$ cat src/rtl/pipe_stage_register.sv
// pipe_stage_register: parametrised inter-stage pipeline register.
// Carries one control bundle and one data bundle per beat with valid/ready
// flow control, a synchronous flush that turns the stage into a bubble, and
// an optional second (skid) entry so that in_ready can come from a flop
// instead of a combinational path from out_ready.
module pipe_stage_register #(
  parameter int CTRL_W  = 11,
  parameter int DATA_W  = 143,
  parameter bit SKID_EN = 1'b1
) (
  input  logic              clk,
  input  logic              reset,
  input  logic              flush,
  input  logic              in_valid,
  output logic              in_ready,
  input  logic [CTRL_W-1:0] in_ctrl,
  input  logic [DATA_W-1:0] in_data,
  output logic              out_valid,
  input  logic              out_ready,
  output logic [CTRL_W-1:0] out_ctrl,
  output logic [DATA_W-1:0] out_data,
  output logic [1:0]        occupancy
);

  // The encoding doubles as the occupancy count (0, 1 or 2 held beats).
  typedef enum logic [1:0] {
    ST_EMPTY = 2'd0,
    ST_ONE   = 2'd1,
    ST_TWO   = 2'd2
  } state_t;

  state_t state_reg;
  state_t state_next;

  // Main entry is always the head beat; the skid entry holds the second beat.
  logic [CTRL_W-1:0] main_ctrl_reg;
  logic [DATA_W-1:0] main_data_reg;
  logic [CTRL_W-1:0] skid_ctrl_reg;
  logic [DATA_W-1:0] skid_data_reg;

  logic in_fire;
  logic out_fire;
  logic load_main_in;
  logic load_main_skid;
  logic load_skid;

  assign out_valid = (state_reg != ST_EMPTY);
  assign in_fire   = in_valid & in_ready;
  assign out_fire  = out_valid & out_ready;
  assign occupancy = state_reg;
  assign out_data  = main_data_reg;

  // Bubble masking: a stage without a valid beat never presents controls,
  // so no write-enable can leak downstream from a killed or empty slot.
  genvar gi;
  generate
    for (gi = 0; gi < CTRL_W; gi++) begin : g_ctrl_mask
      assign out_ctrl[gi] = main_ctrl_reg[gi] & out_valid;
    end
  endgenerate

  // In-ready source: a flop in skid mode, the classic pass-through otherwise.
  generate
    if (SKID_EN) begin : g_skid_ready
      logic in_ready_reg;

      // Ready for next cycle is simply "the stage will not be full".
      always_ff @(posedge clk or posedge reset) begin
        if (reset) begin
          in_ready_reg <= 1'b1;
        end else begin
          in_ready_reg <= (state_next != ST_TWO);
        end
      end

      assign in_ready = in_ready_reg;
    end else begin : g_comb_ready
      assign in_ready = ~out_valid | out_ready;
    end
  endgenerate

  // State register: beat count tracking, cleared asynchronously by reset.
  always_ff @(posedge clk or posedge reset) begin
    if (reset) begin
      state_reg <= ST_EMPTY;
    end else begin
      state_reg <= state_next;
    end
  end

  // Next-state logic: accept/deliver bookkeeping, flush empties the stage.
  always_comb begin
    state_next = state_reg;
    unique case (state_reg)
      ST_EMPTY: begin
        if (in_fire) begin
          state_next = ST_ONE;
        end
      end
      ST_ONE: begin
        if (in_fire && !out_fire) begin
          // Unreachable without the skid entry: in_ready implies out_ready.
          state_next = SKID_EN ? ST_TWO : ST_ONE;
        end else if (!in_fire && out_fire) begin
          state_next = ST_EMPTY;
        end
      end
      ST_TWO: begin
        if (out_fire) begin
          state_next = ST_ONE;
        end
      end
      default: begin
        state_next = ST_EMPTY;
      end
    endcase
    if (flush) begin
      state_next = ST_EMPTY;
    end
  end

  // Output/strobe logic: decide which register captures what this cycle.
  // A flushed cycle captures nothing, so a killed beat never reaches out_data.
  always_comb begin
    load_main_in   = 1'b0;
    load_main_skid = 1'b0;
    load_skid      = 1'b0;
    if (!flush) begin
      unique case (state_reg)
        ST_EMPTY: begin
          load_main_in = in_fire;
        end
        ST_ONE: begin
          load_main_in = in_fire & out_fire;
          load_skid    = in_fire & ~out_fire;
        end
        ST_TWO: begin
          load_main_skid = out_fire;
        end
        default: begin
          load_main_in = 1'b0;
        end
      endcase
    end
  end

  // Main register: takes a fresh beat or promotes the skid beat to the head.
  always_ff @(posedge clk or posedge reset) begin
    if (reset) begin
      main_ctrl_reg <= '0;
      main_data_reg <= '0;
    end else if (load_main_in) begin
      main_ctrl_reg <= in_ctrl;
      main_data_reg <= in_data;
    end else if (load_main_skid) begin
      main_ctrl_reg <= skid_ctrl_reg;
      main_data_reg <= skid_data_reg;
    end
  end

  // Skid register: parks the beat accepted while the head is stalled.
  always_ff @(posedge clk or posedge reset) begin
    if (reset) begin
      skid_ctrl_reg <= '0;
      skid_data_reg <= '0;
    end else if (load_skid) begin
      skid_ctrl_reg <= in_ctrl;
      skid_data_reg <= in_data;
    end
  end

endmodule

$ cat config.mk
export PLATFORM = sky130hd
export DESIGN_NAME = pipe_stage_register
export DESIGN_NICKNAME = d
export VERILOG_FILES = /design/src/rtl/pipe_stage_register.sv
export SDC_FILE = /design/constraint.sdc
export NUM_CORES = 1
export LEC_CHECK = 0
export CORE_UTILIZATION = 54
export DETAILED_ROUTE_END_ITERATION = 8
export PLACE_DENSITY = 0.9
export SETUP_SLACK_MARGIN = 0.1
export SYNTH_ARGS = -nofsm -noshare
export SYNTH_HDL_FRONTEND = slang
export SYNTH_SLANG_ARGS = --single-unit
$ cat constraint.sdc
create_clock -name clk -period 31.2 [get_ports clk]
set_clock_uncertainty 0.15 [all_clocks]
set_input_delay 7.8 -clock clk [delete_from_list [all_inputs] [get_ports clk]]
set_output_delay 7.8 -clock clk [all_outputs]
set_load 0.01 [all_outputs]
# [Yosys cells after proc, flatten, opt, wreduce, memory -nomap -nowiden]
# Cells that the tools add are included.
[classes] n_bitwise=16 n_mux=16 eq_ne=3 n_reduce_logical=7
[ops] operator="two-way mux 143 bit" n=2
[ops] operator="two-way mux 11 bit" n=2
[ops] operator="AND 1 bit" n=15
[ops] operator="two-way mux 2 bit" n=5
[ops] operator="one-hot mux 2 bit (3 select lines)" n=1
[ops] operator="two-way mux 1 bit" n=5
[ops] operator="nonzero test 2 bit" n=2
[ops] operator="equality test 2 x 1 -> 1 bit, second input constant" n=1
[ops] operator="equality test 2 bit, second input constant" n=1
[ops] operator="logical AND 1 bit" n=2
[ops] operator="zero test 1 bit" n=2
[ops] operator="zero test 2 bit" n=1
[ops] operator="inequality test 2 bit, second input constant" n=1
[ops] operator="one-hot mux 1 bit (2 select lines)" n=1
[ops] operator="inverter 1 bit" n=1
[word_totals] ff_bits=311 input_bits=159 word_cells=48 out_inout_bits=158

# [Depth between registers and ports, before layout]
# Gate-level depths: netlist of the first run.
[logic_depth] depth_word=8 mapped_depth=6 ltp_nobuf=4

# [Least setup slack after synthesis of the first run]
# OpenSTA, ideal clock, no wires.
[synth_path] kind="input to register" start="input port flush" end="register skid_data_reg[100]" setup_time_ns=0.125 setup_slack_ns=22.115 cell_stages=5 t_required_ns=30.925 path_buffers=2 arrival_time_ns=8.810 cell_sequence="and4bb_4 nand2_2 buf_6 buf_6 mux2_4"
[synth_via] elab_chain_len=1
[synth_lines] item="start, declared" line_no="13" rtl="input logic flush,"
[synth_lines] item="two-way mux 1 bit" line_no="128" rtl="if (!flush) begin"
[synth_lines] item="end signal, assigned" line_no="168" rtl="skid_data_reg <= in_data;"
[synth_lines] item="end, declared" line_no="39" rtl="logic [DATA_W-1:0] skid_data_reg;"
# Every way passes these cells.
# A chain may end at the register's enable or synchronous reset.

# [Worst setup path after layout of the first run]
[layout_path] start="input port flush" end="register main_data_reg[1], in the netlist out_data[1]"
[layout_via] elab_chain_len=2 elab_cells_between_ends=4 classes_between="3 x mux; 1 x reduce/logical"
[layout_lines] item="two-way mux 1 bit" line_no="128"
[layout_lines] item="two-way mux 143 bit or nonzero test 2 bit (tied branches)"
[layout_lines] item="end signal, assigned" line_no="154" rtl="main_data_reg <= in_data;"
[layout_lines] item="end signal, assigned" line_no="157" rtl="main_data_reg <= skid_data_reg;"
[layout_lines] item="end, declared" line_no="37" rtl="logic [DATA_W-1:0] main_data_reg;"
# Parallel ways exist; a longest one is shown, timed or not.

==> metrics.md, run 1 <==
| Metric | Value |
|---|---|
| Status | `finished, final reports clean` |
| Share of post-route cells with drive strength above 1 | `16.57%` |
| Row Count | `56` |
| Total gr overflow | `0` |
| Fmax | `between 0.09 and 0.1 GHz` |
| Power share of the clock group | `32.1%` |
| Nets | `approximately 1500` |
| Critical Path Max Stage Delay | `770 ps` |
| WL per Instance | `20.79 um` |
| Internal power | `915.9 uW` |
| Largest net degree at the start of global routing | `103` |
| PD cells | `71.53 nW/um2` |
| Reg-to-reg slack, setup | `~28000 ps` |
| GP Congestion | `0.8155` |
| Clock Pin Slew Worst Setup and Hold Paths | `~60 ps` |
| Total power | `1.243 mW` |
| Drt total wl | `34.48 mm` |
| Final setup violation count | `0` |
| CP bufs+invs | `3` |
| Largest fanout on the critical path | `68` |
| Setup ws final | `20650 ps` |
| Slew Viols, Final | `0` |
| Count of state elements after synthesis | `311` |
| Yosys warns | `0` |
| Hold WC Path Type | `flip-flop to flip-flop` |
| Worst reg2reg path startpoint | `occupancy[0]` |
| First-pass GRT wire length | `54.24 mm` |
| Initial DRC count | `~650` |
| Avg Cell Area, Syn | `12.75 um2` |
| Syn nets | `1184` |
| Post-cts hold buffer count | `0` |
| Part of the power in combinational logic | `22.5%` |
| Remaining antenna violation count | `0` |
| Worst Setup Start Kind | `input pin` |
| Die Ht | `157.6 um` |
| Ant. Diodes | `0` |
| Initial antenna violation count | `0` |
| CTS Buf Count | `31` |
| Slew HR | `27.04%` |
| Avg Vias per Cell | `about 5.7` |
| Max-Cap Viols | `0` |
| Cells after Synth | `about 1000` |
| Initial Util | `55.34%` |
| All-Layer GR Usage | `27.99%` |
| Chip width | `157.6 um` |
| Vias in the first global route | `10019` |
| Worst EP arrival | `between 10000 and 15000 ps` |
| Clk sinks | `around 310` |
| Worst EP required | `~31000 ps` |
| Cell Area, Synth | `approximately 13000 um2` |
| Final period utilization | `33.80%` |
| CP Capture Type | `flip-flop` |
| H-Tree Depth | `1` |
| Critical Path Source | `flush` |
| Worst skew pair latency | `550 ps` |
| Max rail drop VDD | `56.99 uV` |
| Slew @ Worst Pin | `between 1000 and 1500 ps` |
| Seq/Total Area, Yosys | `59.57%` |
| Die ar. | `24820 um2` |
| Post-CTS Setup Inserts | `0` |
| Area Growth Syn to Fin | `32.98%` |
| Hold Path Origin | `main_ctrl_reg[10]` |
| Root buf cell | `clkbuf_16` |
| Seq pwr share | `45.4%` |
| CTS tree | `done` |
| Final Hold Viols | `0` |
| Sw Share | `26.31%` |
| Fin Setup TNS | `0 ps` |
| Clock tree buffer depth | `3` |
| Number of port buffers | `316` |
| Critical-path cell list | `clkdlybuf4s50_1, and4bb_4, buf_4, buf_4, mux2i_1, o21ai_1` |
| Crit-path slowest cell | `buf_4` |
| Most common cell after layout, fill and taps aside | `clkdlybuf4s50_1` |
| DR vias | `between 9000 and 10000` |
| Number of top-level pins | `roughly 320` |
| Core area | `23610 um2` |
| Commonest non-fill, non-tap cells in the layout | `clkdlybuf4s50_1 (316), dfrtp_1 (310), nand2_1 (308)` |
| Post-DP HPWL | `21.46 mm` |
| Hold Slack | `between 300 and 400 ps` |
| Drt pass-1 iters | `5` |
| Synth cell types | `25` |
| Fin crit period | `10550 ps` |
| Critical Path Most Common Cell | `buf_4` |
| Total net switching power | `327.0 uW` |
| Top delay family on crit path | `buffers and inverters` |
| Worst slack, placed | `20130 ps` |
| PostCTS Resize Cnt | `0` |
| RSZ-0062 raised after global routing | `no` |
| DRC Markers | `0` |
| Setup CP Type | `input pin to flip-flop` |
| Leakage | `roughly 8.4 nW` |
==> cell usage after synthesis <==
cell        n  share of area (%)
a21oi_4     1               0.12
a22oi_1   152                8.7
and2_4      1              0.067
and4bb_2    1              0.096
and4bb_4    1               0.12
buf_2      26                1.0
buf_4       8               0.46
buf_6      19                1.6
clkbuf_1   15               0.43
dfrtp_1   310                 59
dfstp_2     1               0.20
inv_1       3              0.086
inv_2       1              0.029
mux2_1      5               0.43
mux2_4    149                 17
mux2i_1     3               0.23
nand2_1   308                8.8
nand2_2     1              0.048
nand2b_1    1              0.048
nor2_1      2              0.057
nor2b_1    12               0.57
o21a_1      1              0.057
o21ai_1     2              0.077
o22a_1      1              0.067
o41a_1      1              0.086
==> path summary, 6_finish.rpt <==
check                      cells after the start                end
max in group asynchronous                      3       out_data[77]
min in group asynchronous                      2       out_data[73]
setup reg to reg                               5        out_data[1]
hold reg to reg                                2  main_ctrl_reg[10]
hold / removal                                 2  main_ctrl_reg[10]
setup / recovery                               6        out_data[1]
==> worst min-delay path: cells and delay by family (launching register included) <==
kind             cells  cell delay (ps)
DFF                  1              330
and+or+nand+nor      2              100
==> kinds of logic (layout without fill, tap and decap cells) <==
family,count (synthesis),in the layout,share of synthesized area [%]
muxes,157,157,17.78
and+or+nand+nor,327,327,9.863
buffers and inverters,72,387,3.639
AOI/OAI and AO/OA,158,158,9.145
DFF,311,311,59.57
==> layer usage <==
layer	track usage, %	part of all wire, %
met5	0	0
met4	9.339	3.5
met3	8.343	8.5
met2	46.69	49
met1	34.78	39
==> power by group through the flow <==
stage | Combinational, mW | Sequential, mW | Clock, mW
detailed placement | 0.279 | 0.564 | 0
global route | 0.302 | 0.573 | 0.420
CTS | 0.282 | 0.562 | 0.405
finish | 0.280 | 0.564 | 0.399
floorplan | 0.140 | 0.568 | 0
global placement | 0.269 | 0.559 | 0
==> per-stage QoR <==
step / instances / util [%] / cell area [um2]
global placement: 1603 / 68.93 / 16280
floorplan: 1025 / - / 13070
global route: 1659 / 73.59 / 17380
CTS: 1659 / 73.59 / 17380
finish: 1659 / 73.59 / 17380
detailed placement: 1603 / 68.93 / 16280
==> cell type report <==
type,count,area [um2]
clock inverters,16,220.2
inverters,4,22.52
fillers,1474,6237
well taps,319,399.1
flip-flops and latches,311,7784
clock buffers,40,879.6
repair buffers,327,3246
multi-input cells,642,4825
Power figures use the tool's default switching activity.
==> inputs of run 2 (changes only) <==
--- a/config.mk
+++ b/config.mk
@@ -5,9 +5,9 @@
 export SDC_FILE = /design/constraint.sdc
 export NUM_CORES = 1
 export LEC_CHECK = 0
-export CORE_UTILIZATION = 54
+export CORE_UTILIZATION = 50
 export DETAILED_ROUTE_END_ITERATION = 8
-export PLACE_DENSITY = 0.9
+export PLACE_DENSITY = 0.85
 export SETUP_SLACK_MARGIN = 0.1
 export SYNTH_ARGS = -nofsm -noshare
 export SYNTH_HDL_FRONTEND = slang
==> constraint.sdc (replaced) <==
create_clock -name clk -period 10.1 [get_ports clk]
set_clock_uncertainty 0.15 [all_clocks]
set_input_delay 2.525 -clock clk [delete_from_list [all_inputs] [get_ports clk]]
set_output_delay 2.525 -clock clk [all_outputs]
set_load 0.01 [all_outputs]
==> run 2 against run 1 <==
  * Sequential share of layout area grew 0.081 points
  * Global-route usage fell by 2.8 points
  * Sequential power rose to 3.1 times the previous value
  * Cell area is 0.18% lower
  * Count of clock-buffer cells in the layout is 1 higher
  * Final cell count rose by 0.54%
  * Critical endpoint is now out_data[48]
==> metrics.md, run 2 (same netlist as run 1, synthesis figures left out) <==
| Metric | Value |
|---|---|
| Share of post-route cells with drive strength above 1 | `16.31%` |
| CTS tree | `done` |
| WL per Instance | `a little over 20 um` |
| Crit-path slowest cell | `buf_4` |
| Final setup violation count | `0` |
| Part of the power in combinational logic | `22.7%` |
| Fmax | `0.1772 GHz` |
| Critical Path Max Stage Delay | `between 700 and 800 ps` |
| All-Layer GR Usage | `25.23%` |
| Drt pass-1 iters | `5` |
| Root buf cell | `clkbuf_16` |
| Slew @ Worst Pin | `around 1000 ps` |
| Row Count | `58` |
| Fill cell count | `1757` |
| Status | `finished, final reports clean` |
| Number of top-level pins | `between 300 and 400` |
| Remaining antenna violation count | `0` |
| Total power | `3.780 mW` |
| Nets | `1475` |
| Area Growth Syn to Fin | `32.74%` |
| Commonest non-fill, non-tap cells in the layout | `clkdlybuf4s50_1 (316), dfrtp_1 (310), nand2_1 (308)` |
| Critical Path Most Common Cell | `buf_4` |
| Fin crit period | `about 5600 ps` |
| CTS Buf Count | `31` |
| Vias in the first global route | `~10000` |
| Worst EP required | `10420 ps` |
| Initial DRC count | `around 1000` |
| Die Ht | `around 160 um` |
| H-Tree Depth | `1` |
| Cell Area, Placed | `between 15000 and 20000 um2` |
| Chip width | `163.7 um` |
| Initial antenna violation count | `1` |
| Clock Pin Slew Worst Setup and Hold Paths | `roughly 60 ps` |
| Hold WC Path Type | `flip-flop to flip-flop` |
| Clk sinks | `311` |
| Number of port buffers | `~320` |
| Final period utilization | `55.88%` |
| PostCTS Resize Cnt | `0` |
| Max-Cap Viols | `0` |
| RSZ-0062 raised after global routing | `no` |
| Largest net degree at the start of global routing | `161` |
| Final Hold Viols | `0` |
| Setup ws final | `around 4500 ps` |
| Critical-path cell list | `clkdlybuf4s50_1, and4bb_4, buf_4, a21oi_4, buf_4, buf_4, nand2_1, nand2_1` |
| Worst EP arrival | `about 6000 ps` |
| GP Congestion | `between 0.8 and 0.9` |
| Sw Share | `26.06%` |
| Post-CTS Setup Inserts | `0` |
| CP Capture Type | `flip-flop` |
| Most common cell after layout, fill and taps aside | `clkdlybuf4s50_1` |
| Slew HR | `30.46%` |
| Core area | `25400 um2` |
| Finished Cell Area | `17340 um2` |
| CP bufs+invs | `4` |
| Setup CP Type | `input pin to flip-flop` |
| Post-DP HPWL | `20.96 mm` |
| Largest fanout on the critical path | `between 80 and 90` |
| Power share of the clock group | `31.2%` |
| Fin Setup TNS | `0 ps` |
| Initial Util | `slightly above 50%` |
| Total net switching power | `985.2 uW` |
| First-pass GRT wire length | `53.10 mm` |
| Worst slack, placed | `a little under 4000 ps` |
| Slew Viols, Final | `0` |
| Top delay family on crit path | `buffers and inverters` |
| Hold Slack | `322.2 ps` |
| DRC Markers | `0` |
| Clock tree buffer depth | `3` |
| Total gr overflow | `0` |
| Die ar. | `26780 um2` |
| Leakage | `8.412 nW` |
| Seq pwr share | `46.1%` |
| Avg Vias per Cell | `roughly 5.6` |
| Worst Setup Start Kind | `input pin` |
| Post-cts hold buffer count | `0` |
| Internal power | `2.795 mW` |
| DR vias | `slightly above 9000` |
| Drt total wl | `33.62 mm` |
| PD cells | `roughly 220 nW/um2` |
| Max rail drop VDD | `173.7 uV` |
| Worst skew pair latency | `540 ps` |
==> run 2: layout make-up <==
class | instances | area [um2] | area share (%)
diodes | 1 | 2.502 | 0.01443
clock buffers | 41 | 873.3 | 5.035
clock inverters | 13 | 175.2 | 1.010
inverters | 4 | 18.77 | 0.1082
multi-input cells | 642 | 4827 | 27.83
flip-flops and latches | 311 | 7784 | 44.88
well taps | 330 | 412.9 | 2.381
repair buffers | 326 | 3251 | 18.74
==> run 2: through the flow <==
stage / cells / utilization [%]
floorplan: 1025 / -
global placement: 1613 / 64.15
detailed placement: 1613 / 64.15
CTS: 1667 / 68.28
global route: 1667 / 68.28
finish: 1668 / 68.29
==> run 2: tightest hold or removal path: cells and delay by family, from the launching register on <==
family        cells  cell delay (ps)
flops             1              340
simple gates      2              110
==> run 2: worst paths after layout <==
path | slack, ps | start | cells past startpoint | end
worst max register to register | 6500 | occupancy[1] | 7 | out_data[48]
worst min-delay path | 320 | main_ctrl_reg[7] | 2 | main_ctrl_reg[7]
worst min register to register | 320 | main_ctrl_reg[7] | 2 | main_ctrl_reg[7]
worst max-delay path | 4460 | flush | 8 | out_data[48]
max in group asynchronous | 5730 | reset | 4 | skid_data_reg[8]
min in group asynchronous | 2450 | reset | 3 | skid_data_reg[42]
==> run 2: layer usage <==
metal	global-route usage (%)	up-vias	routed length, um
met2	40.95	392	16130
met3	5.612	62	2736
met4	7.029	2	763
met1	34.12	4713	13970
met5	0	-	13
li1	-	4112	-
==> run 2: power by group through the flow <==
stage	combinational, mW	clock (mW)	sequential, mW
3_5_place_dp	0.861	0	1.74
6_report	0.859	1.18	1.74
4_1_cts	0.867	1.20	1.74
5_1_grt	0.929	1.25	1.77
2_1_floorplan	0.433	0	1.75
3_3_place_gp	0.831	0	1.73
